### config.mk
export PLATFORM = sky130hd
export DESIGN_NAME = display_hold_timer
export DESIGN_NICKNAME = d
export VERILOG_FILES = /design/src/rtl/display_hold_timer.sv
export SDC_FILE = /design/constraint.sdc
export NUM_CORES = 1
export LEC_CHECK = 0
export ABC_CLOCK_PERIOD_IN_PS = 2720
export CORE_MARGIN = 4
export CORE_UTILIZATION = 52
export CTS_BUF_LIST = sky130_fd_sc_hd__clkbuf_8
export CTS_CLUSTER_SIZE = 25
export DETAILED_ROUTE_END_ITERATION = 12
export PLACE_DENSITY = 0.76
export SETUP_SLACK_MARGIN = 0.02
export SLEW_MARGIN = 20
export SYNTH_ARGS = -nofsm -noshare
export SYNTH_HDL_FRONTEND = slang
export SYNTH_SLANG_ARGS = --single-unit
### constraint.sdc
create_clock -name clk -period 2.72 [get_ports clk]
set_clock_uncertainty 0.1 [all_clocks]
set_input_delay 0.816 -clock clk [delete_from_list [all_inputs] [get_ports clk]]
set_output_delay 0.816 -clock clk [all_outputs]
set_load 0.02 [all_outputs]
### src/rtl/display_hold_timer.sv
`default_nettype none
// ============================================================================
// Module   : display_hold_timer
// Brief    : Captures a result word on done_tick and holds it on dout for
//            exactly HOLD_TICKS*DIV cycles, with a one-entry pending buffer.
//            Optional macro HOLD_RETRIGGER_EN: done_tick restarts the hold.
// Revision : 1.0 - initial release
// ============================================================================
module display_hold_timer #(
    parameter int DATA_W     = 16,
    parameter int DIV        = 16777216,
    parameter int HOLD_TICKS = 4
) (
    input  logic              clk,
    input  logic              reset_n,
    input  logic              done_tick,
    input  logic [DATA_W-1:0] din,
    output logic [DATA_W-1:0] dout,
    output logic              hold,
    output logic              release_tick,
    output logic              overrun
);

    localparam int c_PCNT_W = $clog2(DIV);
    localparam int c_TCNT_W = (HOLD_TICKS > 1) ? $clog2(HOLD_TICKS) : 1;
    localparam logic [c_PCNT_W-1:0] c_PCNT_MAX = c_PCNT_W'(DIV - 1);
    localparam logic [c_TCNT_W-1:0] c_TCNT_MAX = c_TCNT_W'(HOLD_TICKS - 1);

    localparam logic [0:0] c_ST_IDLE = 1'b0;
    localparam logic [0:0] c_ST_HOLD = 1'b1;

    logic [0:0]          r_state, w_state_next;
    logic [c_PCNT_W-1:0] r_pcnt, w_pcnt_next;
    logic [c_TCNT_W-1:0] r_tcnt, w_tcnt_next;
    logic [DATA_W-1:0]   r_dout, w_dout_next;
    logic                r_release, w_release_next;
    logic                w_expire;
`ifndef HOLD_RETRIGGER_EN
    logic [DATA_W-1:0]   r_pend, w_pend_next;
    logic                r_pend_vld, w_pend_vld_next;
    logic                r_overrun, w_overrun_next;
`endif

    assign w_expire = (r_state == c_ST_HOLD) && (r_pcnt == c_PCNT_MAX) && (r_tcnt == c_TCNT_MAX);

    // State and datapath registers
    always_ff @(posedge clk) begin
        if (!reset_n) begin
            r_state    <= c_ST_IDLE;
            r_pcnt     <= '0;
            r_tcnt     <= '0;
            r_dout     <= '0;
            r_release  <= 1'b0;
`ifndef HOLD_RETRIGGER_EN
            r_pend     <= '0;
            r_pend_vld <= 1'b0;
            r_overrun  <= 1'b0;
`endif
        end else begin
            r_state    <= w_state_next;
            r_pcnt     <= w_pcnt_next;
            r_tcnt     <= w_tcnt_next;
            r_dout     <= w_dout_next;
            r_release  <= w_release_next;
`ifndef HOLD_RETRIGGER_EN
            r_pend     <= w_pend_next;
            r_pend_vld <= w_pend_vld_next;
            r_overrun  <= w_overrun_next;
`endif
        end
    end

    // Next-state logic
    always_comb begin
        w_state_next = r_state;
        case (r_state)
            c_ST_IDLE: begin
                if (done_tick) w_state_next = c_ST_HOLD;
            end
            c_ST_HOLD: begin
`ifdef HOLD_RETRIGGER_EN
                if (w_expire && !done_tick) w_state_next = c_ST_IDLE;
`else
                if (w_expire && !r_pend_vld && !done_tick) w_state_next = c_ST_IDLE;
`endif
            end
            default: w_state_next = c_ST_IDLE;
        endcase
    end

    // Counter, display and pulse logic
    always_comb begin
        w_pcnt_next    = '0;
        w_tcnt_next    = '0;
        w_dout_next    = r_dout;
        w_release_next = 1'b0;
`ifndef HOLD_RETRIGGER_EN
        w_pend_next     = r_pend;
        w_pend_vld_next = r_pend_vld;
        w_overrun_next  = 1'b0;
`endif
        if (r_state == c_ST_IDLE) begin
            if (done_tick) w_dout_next = din;
        end else begin
            if (r_pcnt == c_PCNT_MAX) begin
                w_tcnt_next = r_tcnt + c_TCNT_W'(1);
            end else begin
                w_pcnt_next = r_pcnt + c_PCNT_W'(1);
                w_tcnt_next = r_tcnt;
            end
            // Every hold, including back-to-back ones, restarts from zero
            if (w_expire) begin
                w_release_next = 1'b1;
                w_pcnt_next    = '0;
                w_tcnt_next    = '0;
            end
`ifdef HOLD_RETRIGGER_EN
            if (done_tick) begin
                w_dout_next = din;
                w_pcnt_next = '0;
                w_tcnt_next = '0;
            end
`else
            if (w_expire) begin
                if (r_pend_vld) begin
                    w_dout_next     = r_pend;
                    w_pend_vld_next = done_tick;
                    if (done_tick) w_pend_next = din;
                end else if (done_tick) begin
                    w_dout_next = din;
                end
            end else if (done_tick) begin
                w_pend_next     = din;
                w_pend_vld_next = 1'b1;
                w_overrun_next  = r_pend_vld;
            end
`endif
        end
    end

    assign dout         = r_dout;
    assign hold         = (r_state == c_ST_HOLD);
    assign release_tick = r_release;
`ifdef HOLD_RETRIGGER_EN
    assign overrun      = 1'b0;
`else
    assign overrun      = r_overrun;
`endif

endmodule
`default_nettype wire

* Word level (Yosys, flattened, before mapping)
Cells that the tools add are included.
** Operators by class
- $add $sub $neg :: 2
- Multipliers :: 0
- Div/mod/pow operators :: 0
- Order comparisons :: 0
- Eq/ne operators :: 4
- Shifts and indexed selects :: 0
- Mux-type cells :: 14
- Bitwise logic cells :: 3
- Reductions and logical operators :: 13
** Operators by type and width (number)
- $mux 16 :: 7
- $add 24x1->24 const B :: 1
- $eq 24x24->1 const B :: 1
- $reduce_or 4->1 :: 2
- $mux 1 :: 6
- $reduce_and 2->1 :: 3
- $logic_and 1x1->1 :: 4
- $ne 2x1->1 const B :: 2
- $not 1->1 :: 3
- $reduce_or 3->1 :: 1
- $add 2x1->2 const B :: 1
- $eq 2x2->1 const B :: 1
- $logic_not 1->1 :: 2
- $pmux 1 s2 :: 1
- $reduce_bool 2->1 :: 1
** Word-level totals
- Register bits :: 62
- Latch bits :: 0
- RAM bits :: 0
- ROM bits :: 0
- Output and inout bits :: 19
- Word-level logic and storage cells :: 44
- Memories kept :: 0

* Longest topological paths before layout
Gate-level depths: netlist of the first run.
- Depth after elaboration :: 7
- Depth in mapped cells :: 7
- Depth with buffers taken out :: 5

* Worst setup path before layout of the first run
Ideal clock, no wire load.
- Path type :: input to register
- Start :: input port done_tick
- End :: register r_pend[10]
- Setup time :: 0.072 ns
- Data arrival time :: 1.972 ns
- Required time :: 2.548 ns
- Path slack :: 0.576 ns
- Cell stages on the path :: 4
- Buffers on the path :: 1
- Path through :: nand2_1 a31oi_1 buf_2 mux2i_1
** On the way
- Cells in the longest elaborated chain, start to end :: 3
** RTL lines
- start, declared :: line 16 : input logic done_tick,
- $mux 16 *
- $mux 16
- $mux 16 *
- end signal, assigned :: line 66 : r_pend <= w_pend_next;
- end, declared :: line 39 : logic [DATA_W-1:0] r_pend, w_pend_next;
Mark *: on every way between the ends. The rest lies on a longest branch, timed or not. The select of a mux whose other input is x is not followed.
A chain may end at the register's enable or synchronous reset.

* Worst setup path in the final report of the first run
- Start :: register r_pcnt[3]
- End :: register r_dout[5], in the netlist dout[5]
** On the way
- Cells in the longest elaborated chain, start to end :: 4
** RTL lines
- start, declared :: line 33 : logic [c_PCNT_W-1:0] r_pcnt, w_pcnt_next;
- start signal, assigned :: line 61 : r_pcnt <= w_pcnt_next;
- $eq 24x24->1 :: line 44 : assign w_expire = (r_state == c_ST_HOLD) && (r_pcnt == c_PCNT_MAX) && (r_tcnt == c_TCNT_MAX);
- $logic_and 1x1->1 (2 in series) :: line 44
- $ne 2x1->1 (no source line)
- end signal, assigned :: line 63 : r_dout <= w_dout_next;
- end, declared :: line 35 : logic [DATA_W-1:0] r_dout, w_dout_next;
No other way between the ends.

==> impl_metrics.py, run 1 <==
metrics = {
    "status": {
        "status": "finished clean",
    },
    "synthesis": {
        "synth_area_per_cell_sq_um": 8.33,
        "ys_types": 34,
        "synthAdderAreaFrac_pct": 0.837,
        "synth_top_family_by_area": "simple AND/OR/NAND/NOR gates",
        "synth-simple-area-share_pct": 24.7,
        "synthFlopType": "dfxtp_1",
        "synth_compound_area_share_pct": 8.70,
        "synth_top_area_cell": "dfxtp_1",
        "synth-async-reset-ratio_pct": 0,
        "syn-num-nets": 380,
        "ys_top_cells_by_count": "75 x nand2_1, 62 x dfxtp_1, 48 x mux2i_1",
        "ys_warn_count": 0,
        "netlist_area_sq_um": 2990,
        "ys_top_cells_by_area": "dfxtp_1 42%, mux2i_1 16%, nand2_1 9.4%, nand3_1 4.4%, o21ai_0 3.7%",
        "synth_top_area_share_pct": 41.5,
        "syn_inst": 359,
        "synthMuxAreaShare_pct": 16.1,
        "synth_xor_area_share_pct": 3.81,
        "ys_seq_area_share_pct": 41.5,
        "synth.most_common_cell": "nand2_1",
        "postSynthRegisterBits": 62,
        "synth-edff-count": 0,
    },
    "sta": {
        "min_period_ns": 2.27,
        "worst_slack_ns": 0.449,
        "rsz0062_at_grt": "false",
        "maxSlewHeadroom_pct": 59.7,
        "fin_setup_tns_ns": 0,
        "final-setup-viol-count": 0,
        "fin_crit_sh_pct": 83.5,
        "hold_viol_final": 0,
        "final_max_slew_viol_count": 0,
        "tightest_slew_ns": 0.599,
        "max_freq_ghz": 0.440,
    },
    "clock_network": {
        "cts_tree": "yes",
        "cts.sinks": 62,
        "hold_buffers": 0,
        "clkLatencyLatePin_ns": 0.33,
        "clk_pin_slew_ns": 0.06,
        "cts_max_level": 3,
        "clockBufferDepth": 2,
        "cts_buffers": 9,
        "post-cts-setup-buffers": 0,
        "clock-root-buffer": "clkbuf_8",
        "post_cts_resized": 0,
    },
    "cells_and_area": {
        "finalNonFillerCells": 471,
        "syn2layout_area_growth_pct": 21.7,
        "layout-drive-gt1-share_pct": 8.02,
        "antennaDiodeCount": 0,
        "fin_nets": 415,
        "n_fill_cell": 482,
        "regArea_sq_um": 1240,
        "fin_util_pct": 65.7,
        "multi_input_area_sq_um": 1630,
        "design_area_sq_um": 3640,
    },
    "worst_hold_path": {
        "holdCritStartpoint": "r_pcnt[0]",
        "min_path_type": "flop to flop",
    },
    "die": {
        "coreArea_sq_um": 5540,
        "io_pins": 38,
        "die_w_um": 83.8,
        "die_y_um": 83.8,
        "die-area_sq_um": 7030,
        "fp-row-count": 27,
        "initial_core_util_pct": 54.0,
    },
    "detailed_routing": {
        "drcViolationCount": 0,
        "wl_um": 6460,
        "first_pass_iters": 4,
        "drtIter0Drc": 182,
        "avgRoutedWirePerCell_um": 13.7,
        "vias_per_cell": 5.57,
        "route.vias.total": 2623,
        "ant_nets": 0,
    },
    "placement": {
        "dpl.hpwl_um": 4510,
        "place_ws_ns": 0.445,
        "gp_congestion": 0.808,
        "dp.cells": 455,
        "dpl_cell_area_sq_um": 3440,
        "io_buffers": 37,
    },
    "flow_run": {
        "max_cap_violations": 0,
    },
    "global_routing": {
        "grt_pass1_vias": 2513,
        "grt_overflow_total": 0,
        "grtUsageTotal_pct": 19.5,
        "antenna_found_initial": 0,
        "grt_pass1_wl_um": 11300,
        "grt_max_degree": 28,
    },
    "critical_path": {
        "path_max_fanout": 14,
        "r2r_start": "r_pcnt[3]",
        "path_class": "flop to flop",
        "cp.required_ns": 2.87,
        "critPathArrivalTime_ns": 2.42,
        "crit_path_end_kind": "flop",
        "start_kind": "flop",
        "crit_start": "r_pcnt[3]",
    },
    "pwr": {
        "p_leak_nw": 1.27,
        "irDropWorstVdd_v": 0.000319,
        "powerDensity_nw_per_um2": 559,
    },
}
[through the flow]
stage	hold WS (ns)	power, mW
CTS	0.364	2.06
detailed placement	0.353	1.24
finish	0.359	2.04
global route	0.387	2.12
global placement	0.329	1.24
floorplan	0.318	1.14
[layout make-up]
type                            count  area share, %
Sequential cell                    62           34.1
Tap cell                           72           2.48
Clock buffer                       11           4.16
Multi-Input combinational cell    267           44.8
Timing Repair Buffer               49           12.5
Clock inverter                      5           1.38
Inverter                            5          0.516
[cell usage in the layout, fill, tap and decap left out, types with 2 or more instances in the layout]
cell | netlist | layout
and4_1 | 2 | 2
nor3_1 | 7 | 7
xnor2_1 | 11 | 11
xor2_1 | 2 | 2
nand3_1 | 26 | 26
nor2_1 | 21 | 21
nand2_1 | 75 | 75
o31ai_1 | 5 | 5
or4_1 | 5 | 5
clkbuf_8 | 0 | 11
dfxtp_1 | 62 | 62
and2_1 | 2 | 2
buf_4 | 0 | 12
a21oi_1 | 11 | 11
mux2i_1 | 48 | 48
nor4_1 | 4 | 4
o31a_1 | 2 | 2
inv_1 | 5 | 7
o21ai_0 | 22 | 22
nand4_1 | 7 | 7
clkdlybuf4s50_1 | 0 | 36
ha_1 | 2 | 2
or3_1 | 5 | 5
[flip-flops by register name, indices dropped and copies added (netlist names)]
| register | flops |
|---|---|
| dout | 16 |
| hold | 1 |
| overrun | 1 |
| r_pcnt | 24 |
| r_pend | 16 |
| r_pend_vld | 1 |
| r_tcnt | 2 |
| release_tick | 1 |
[layer usage]
layer	vias to the layer above	routed length (um)	GRT usage [%]
met5	-	0	0
met1	1232	3070	25.9
met4	0	108	10.4
met2	57	2990	29.6
met3	9	283	4.15
li1	1325	-	-
[report_power, final]
part | internal, mW | switching [mW]
combinational | 0.120 | 0.134
sequential | 0.942 | 0.0269
clock | 0.465 | 0.348
[path summary, 6_finish.rpt]
check | slack, ns | cells after the start | end
setup / recovery | 0.45 | 5 | dout[5]
hold / removal | 0.36 | 1 | r_pcnt[0]
setup reg to reg | 0.45 | 5 | dout[5]
hold reg to reg | 0.36 | 1 | r_pcnt[0]
[kinds of logic (layout without fill, tap and decap cells)]
logic type | count (synthesis) | in the layout
AND/OR/NAND/NOR | 159 | 159
flip-flops | 62 | 62
multiplexers | 48 | 48
AO/OA/AOI/OAI | 45 | 45
buffers and inverters | 30 | 70
XOR/XNOR | 13 | 13
adder cells (fa/ha/maj) | 2 | 2
[critical path, cell delays in order, from the launching register on]
cell,delay [ns]
dfxtp_1,0.43
nand4_2,0.22
or4_4,0.68
o31a_1,0.35
buf_4,0.21
mux2i_1,0.19
Power figures use the tool's default switching activity.
==> run 2, diff against run 1 <==
Settings changed: ABC_CLOCK_PERIOD_IN_PS 2720 to 1900, PLACE_DENSITY 0.76 to 0.79.
Clock period 2.72 ns to 1.9 ns, I/O delays scaled along.
==> impl_metrics.py, run 2 (synthesis gave the netlist of run 1 again) <==
metrics = {
    "status": {
        "status": "finished with violations",
        "violations": "setup timing",
    },
    "detailed_routing": {
        "vias_per_cell": 5.51,
        "drtIter0Drc": 160,
        "first_pass_iters": 5,
        "drcViolationCount": 0,
        "avgRoutedWirePerCell_um": 14.8,
        "route.vias.total": 2792,
        "wl_um": 7510,
        "ant_nets": 0,
    },
    "global_routing": {
        "grt_overflow_total": 0,
        "grtUsageTotal_pct": 21.8,
        "antenna_found_initial": 0,
        "grt_max_degree": 68,
        "grt_pass1_vias": 2686,
        "grt_pass1_wl_um": 12500,
    },
    "cells_and_area": {
        "largest_register_ffs": 24,
        "regArea_sq_um": 1260,
        "antennaDiodeCount": 0,
        "final_common_cell": "nand2_1",
        "mostFrequentLayoutCells": "74 x nand2_1, 51 x dfxtp_1, 48 x mux2i_1",
        "design_area_sq_um": 4060,
        "regMostFlops": "r_pcnt",
        "n_fill_cell": 415,
        "multi_input_area_sq_um": 1720,
        "layout-drive-gt1-share_pct": 20.9,
        "fin_nets": 451,
        "syn2layout_area_growth_pct": 35.7,
    },
    "sta": {
        "rsz0062_at_grt": "true",
        "fin_setup_tns_ns": -3.13,
        "final_max_slew_viol_count": 0,
        "worst_slack_ns": -0.107,
        "maxSlewHeadroom_pct": 71.8,
        "tightest_slew_ns": 0.419,
        "fin_crit_sh_pct": 106,
        "min_period_ns": 2.01,
        "max_freq_ghz": 0.498,
        "hold_viol_final": 0,
        "final-setup-viol-count": 39,
    },
    "die": {
        "coreArea_sq_um": 5540,
        "die_y_um": 83.8,
        "io_pins": 38,
        "die_w_um": 83.8,
        "initial_core_util_pct": 54.0,
        "die-area_sq_um": 7030,
        "fp-row-count": 27,
    },
    "critical_path": {
        "crit_start": "r_pcnt[9]",
        "crit_path_end_kind": "flop",
        "cp.required_ns": 2.03,
        "r2r_start": "r_pcnt[9]",
        "path_buf_inv": 2,
        "critPathArrivalTime_ns": 2.14,
        "r2r_slack_ns": -0.11,
        "critPathTopFamily": "simple AND/OR/NAND/NOR gates",
        "path_max_fanout": 21,
        "path_class": "flop to flop",
        "crit_slowest_cell": "or4_4",
        "path_cells": "nand4_1 > or4_4 > buf_4 > o311ai_4 > buf_12 > a21oi_1",
        "max_stage_delay_ns": 0.63,
        "start_kind": "flop",
    },
    "pwr": {
        "p_leak_nw": 1.60,
        "powerDensity_nw_per_um2": 747,
        "irDropWorstVdd_v": 0.000519,
    },
    "placement": {
        "gp_congestion": 0.807,
        "dpl.hpwl_um": 4710,
        "io_buffers": 37,
        "dpl_cell_area_sq_um": 3750,
    },
    "clock_network": {
        "cts_max_level": 3,
        "cts.sinks": 62,
        "clockBufferDepth": 2,
        "clkLatencyLatePin_ns": 0.35,
        "hold_buffers": 0,
        "cts_buffers": 9,
        "clock-root-buffer": "clkbuf_8",
        "clk_pin_slew_ns": 0.07,
        "cts_tree": "yes",
    },
    "worst_hold_path": {
        "holdCritStartpoint": "r_pend[4]",
        "min_path_type": "flop to flop",
    },
    "flow_run": {
        "max_cap_violations": 0,
    },
}
[run 2: worst paths after layout]
kind	depth (start not counted)	to
setup / recovery	6	r_pcnt[17]
hold / removal	2	r_pend[4]
setup reg to reg	6	r_pcnt[17]
hold reg to reg	2	r_pend[4]
[run 2: layer usage]
metal	vias to the layer above	GRT usage (%)	part of all wire, %
met2	85	33.4	48
met3	17	5.73	5.0
met5	-	0	0
met1	1294	28.7	44
li1	1396	-	-
met4	0	9.80	2.4
[run 2: stage by stage]
step	utilization (%)	power (mW)	instances	setup WS [ns]	hold slack (ns)
4_1_cts	71.4	3.04	499	-0.0763	0.362
5_1_grt	73.3	3.16	507	-0.172	0.386
6_report	73.3	3.03	507	-0.107	0.362
2_1_floorplan	-	1.63	359	-0.0345	0.328
3_5_place_dp	67.7	1.80	483	-0.0912	0.352
3_3_place_gp	67.7	1.79	483	-0.0488	0.342
[run 2: report_power, final]
group	internal, mW	switching, mW
sequential	1.35	0.0375
combinational	0.174	0.203
clock	0.760	0.512
[run 2: worst register-to-register path, cell delays in order, from the launching register on]
cell      delay (ns)
dfxtp_2         0.33
nand4_1         0.15
or4_4           0.63
buf_4           0.17
o311ai_4        0.25
buf_12          0.20
a21oi_1         0.06
[run 2: cell type report]
class	instances	share of cell area [%]
Timing Repair Buffer	85	18.7
Multi-Input combinational cell	267	42.3
Tap cell	72	2.22
Sequential cell	62	31.0
Clock buffer	10	3.39
Clock inverter	6	1.91
Inverter	5	0.462
[run 2: what timing repair did]
action,4_1_cts,5_1_grt
resized for setup,24,11
endpoints found under the setup margin,59,41
pin swaps,4,7
setup buffers,0,9
==> run 3, diff against run 2 <==
Settings changed: CORE_UTILIZATION 52 to 40, GPL_TIMING_DRIVEN set to 0, PLACE_DENSITY 0.79 to not set.
==> impl_metrics.py, run 3 (synthesis gave the netlist of run 1 again) <==
metrics = {
    "cells_and_area": {
        "fin_nets": 448,
        "mostFrequentLayoutCells": "73 x nand2_1, 51 x dfxtp_1, 47 x mux2i_1",
        "multi_input_area_sq_um": 1810,
        "regArea_sq_um": 1260,
        "syn2layout_area_growth_pct": 38.3,
        "regMostFlops": "r_pcnt",
        "final_common_cell": "nand2_1",
        "largest_register_ffs": 24,
        "antennaDiodeCount": 0,
        "n_fill_cell": 666,
        "fin_util_pct": 57.0,
        "layout-drive-gt1-share_pct": 22.5,
    },
    "placement": {
        "gp_congestion": 0.785,
        "io_buffers": 36,
        "dpl.hpwl_um": 4930,
        "place_ws_ns": -0.589,
    },
    "status": {
        "status": "finished with violations",
        "violations": "setup timing",
    },
    "clock_network": {
        "cts.sinks": 62,
        "cts_tree": "yes",
        "clkLatencyLatePin_ns": 0.34,
        "cts_buffers": 9,
        "clockBufferDepth": 2,
        "hold_buffers": 0,
        "clk_pin_slew_ns": 0.07,
        "clock-root-buffer": "clkbuf_8",
        "cts_max_level": 3,
    },
    "sta": {
        "fin_crit_sh_pct": 106,
        "hold_slack_ns": 0.360,
        "max_freq_ghz": 0.497,
        "tightest_slew_ns": 0.527,
        "final_max_slew_viol_count": 0,
        "fin_setup_tns_ns": -3.01,
        "rsz0062_at_grt": "true",
        "maxSlewHeadroom_pct": 64.9,
        "worst_slack_ns": -0.112,
        "min_period_ns": 2.01,
        "hold_viol_final": 0,
        "final-setup-viol-count": 40,
    },
    "critical_path": {
        "cp.required_ns": 2.02,
        "r2r_slack_ns": -0.11,
        "crit_path_end_kind": "flop",
        "r2r_cells": 6,
        "crit_start": "r_pcnt[11]",
        "r2r-end": "r_pcnt[23]",
        "path_class": "flop to flop",
        "crit_path_end": "r_pcnt[23]",
        "r2r_start": "r_pcnt[11]",
        "path_max_fanout": 5,
        "start_kind": "flop",
        "critPathArrivalTime_ns": 2.13,
    },
    "flow_run": {
        "max_cap_violations": 0,
    },
    "detailed_routing": {
        "drcViolationCount": 0,
        "drtIter0Drc": 131,
        "route.vias.total": 2800,
        "first_pass_iters": 5,
        "wl_um": 7840,
        "ant_nets": 0,
        "avgRoutedWirePerCell_um": 14.8,
        "vias_per_cell": 5.27,
    },
    "global_routing": {
        "grt_overflow_total": 0,
        "grt_max_degree": 11,
        "grt_pass1_vias": 2672,
        "grtUsageTotal_pct": 18.1,
        "grt_pass1_wl_um": 12800,
        "antenna_found_initial": 0,
    },
    "pwr": {
        "irDropWorstVdd_v": 0.000432,
        "intPower_mw": 2.13,
        "powerDensity_nw_per_um2": 701,
        "power_switching_mw": 0.773,
        "swShare_pct": 26.7,
        "clkPwrFrac_pct": 37.9,
        "p_seq_share_pct": 47.5,
        "power_frac_comb_pct": 14.6,
        "p_leak_nw": 1.55,
    },
    "die": {
        "coreArea_sq_um": 7250,
        "io_pins": 38,
        "die-area_sq_um": 8920,
        "die_w_um": 94.5,
        "fp-row-count": 31,
        "die_y_um": 94.5,
        "initial_core_util_pct": 41.2,
    },
    "worst_hold_path": {
        "min_path_type": "flop to flop",
    },
}
[run 3: cell type report]
| type | count | area share (%) |
|---|---|---|
| multi-input combinational | 267 | 43.6 |
| sequential | 62 | 30.5 |
| timing repair buffer | 57 | 13.6 |
| buffer | 25 | 4.45 |
| clock buffer | 9 | 2.99 |
| tap | 99 | 2.99 |
| clock inverter | 7 | 1.39 |
| inverter | 5 | 0.454 |
[run 3: critical path, stage by stage, from the launching register on]
cell and delay, ns:
dfxtp_2 0.33, nand4_1 0.13, or4_4 0.62, o311ai_4 0.36
buf_6 0.17, buf_8 0.13, a21oi_2 0.04
[run 3: worst min-delay path by stage]
stage	startpoint	slack (ns)	cells past startpoint	end
floorplan	r_pcnt[0]	0.33	1	r_pcnt[0]
global placement	r_pcnt[0]	0.34	1	r_pcnt[0]
detailed placement	r_pend[15]	0.35	2	r_pend[15]
CTS	r_pend[4]	0.36	2	r_pend[4]
global route	r_pend[13]	0.38	2	r_pend[13]
finish	r_pend[4]	0.36	2	r_pend[4]
[run 3: power by group through the flow]
stage | combinational [mW] | sequential [mW] | clock (mW)
final | 0.423 | 1.38 | 1.10
after global routing | 0.462 | 1.38 | 1.17
after CTS | 0.398 | 1.38 | 1.12
after detailed placement | 0.381 | 1.41 | 0
after global placement | 0.378 | 1.41 | 0
after floorplan | 0.196 | 1.44 | 0
[run 3: repair_timing]
action                                  CTS  global route
pin swaps                                17             6
resized for setup                        50            37
endpoints found under the setup margin   74            55
buffers inserted                         16             1
gates cloned                              2             2
endpoints found under the hold margin     0             0
[run 3: per-layer routing]
metal / part of all wire, % / routed length [um] / GRT usage, % / up-vias
li1: - / - / - / 1394
met1: 49 / 3800 / 24.9 / 1338
met2: 46 / 3630 / 28.1 / 61
met3: 4.0 / 313 / 3.51 / 7
met4: 1.2 / 93 / 6.97 / 0
met5: 0 / 0 / 0 / -
[run 3: stage by stage]
stage               area [sq um]  cells  power (mW)
global route                4140    531        3.02
CTS                         3980    528        2.90
finish                      4140    531        2.90
floorplan                   3070    359        1.63
detailed placement          3550    494        1.79
global placement            3550    494        1.79
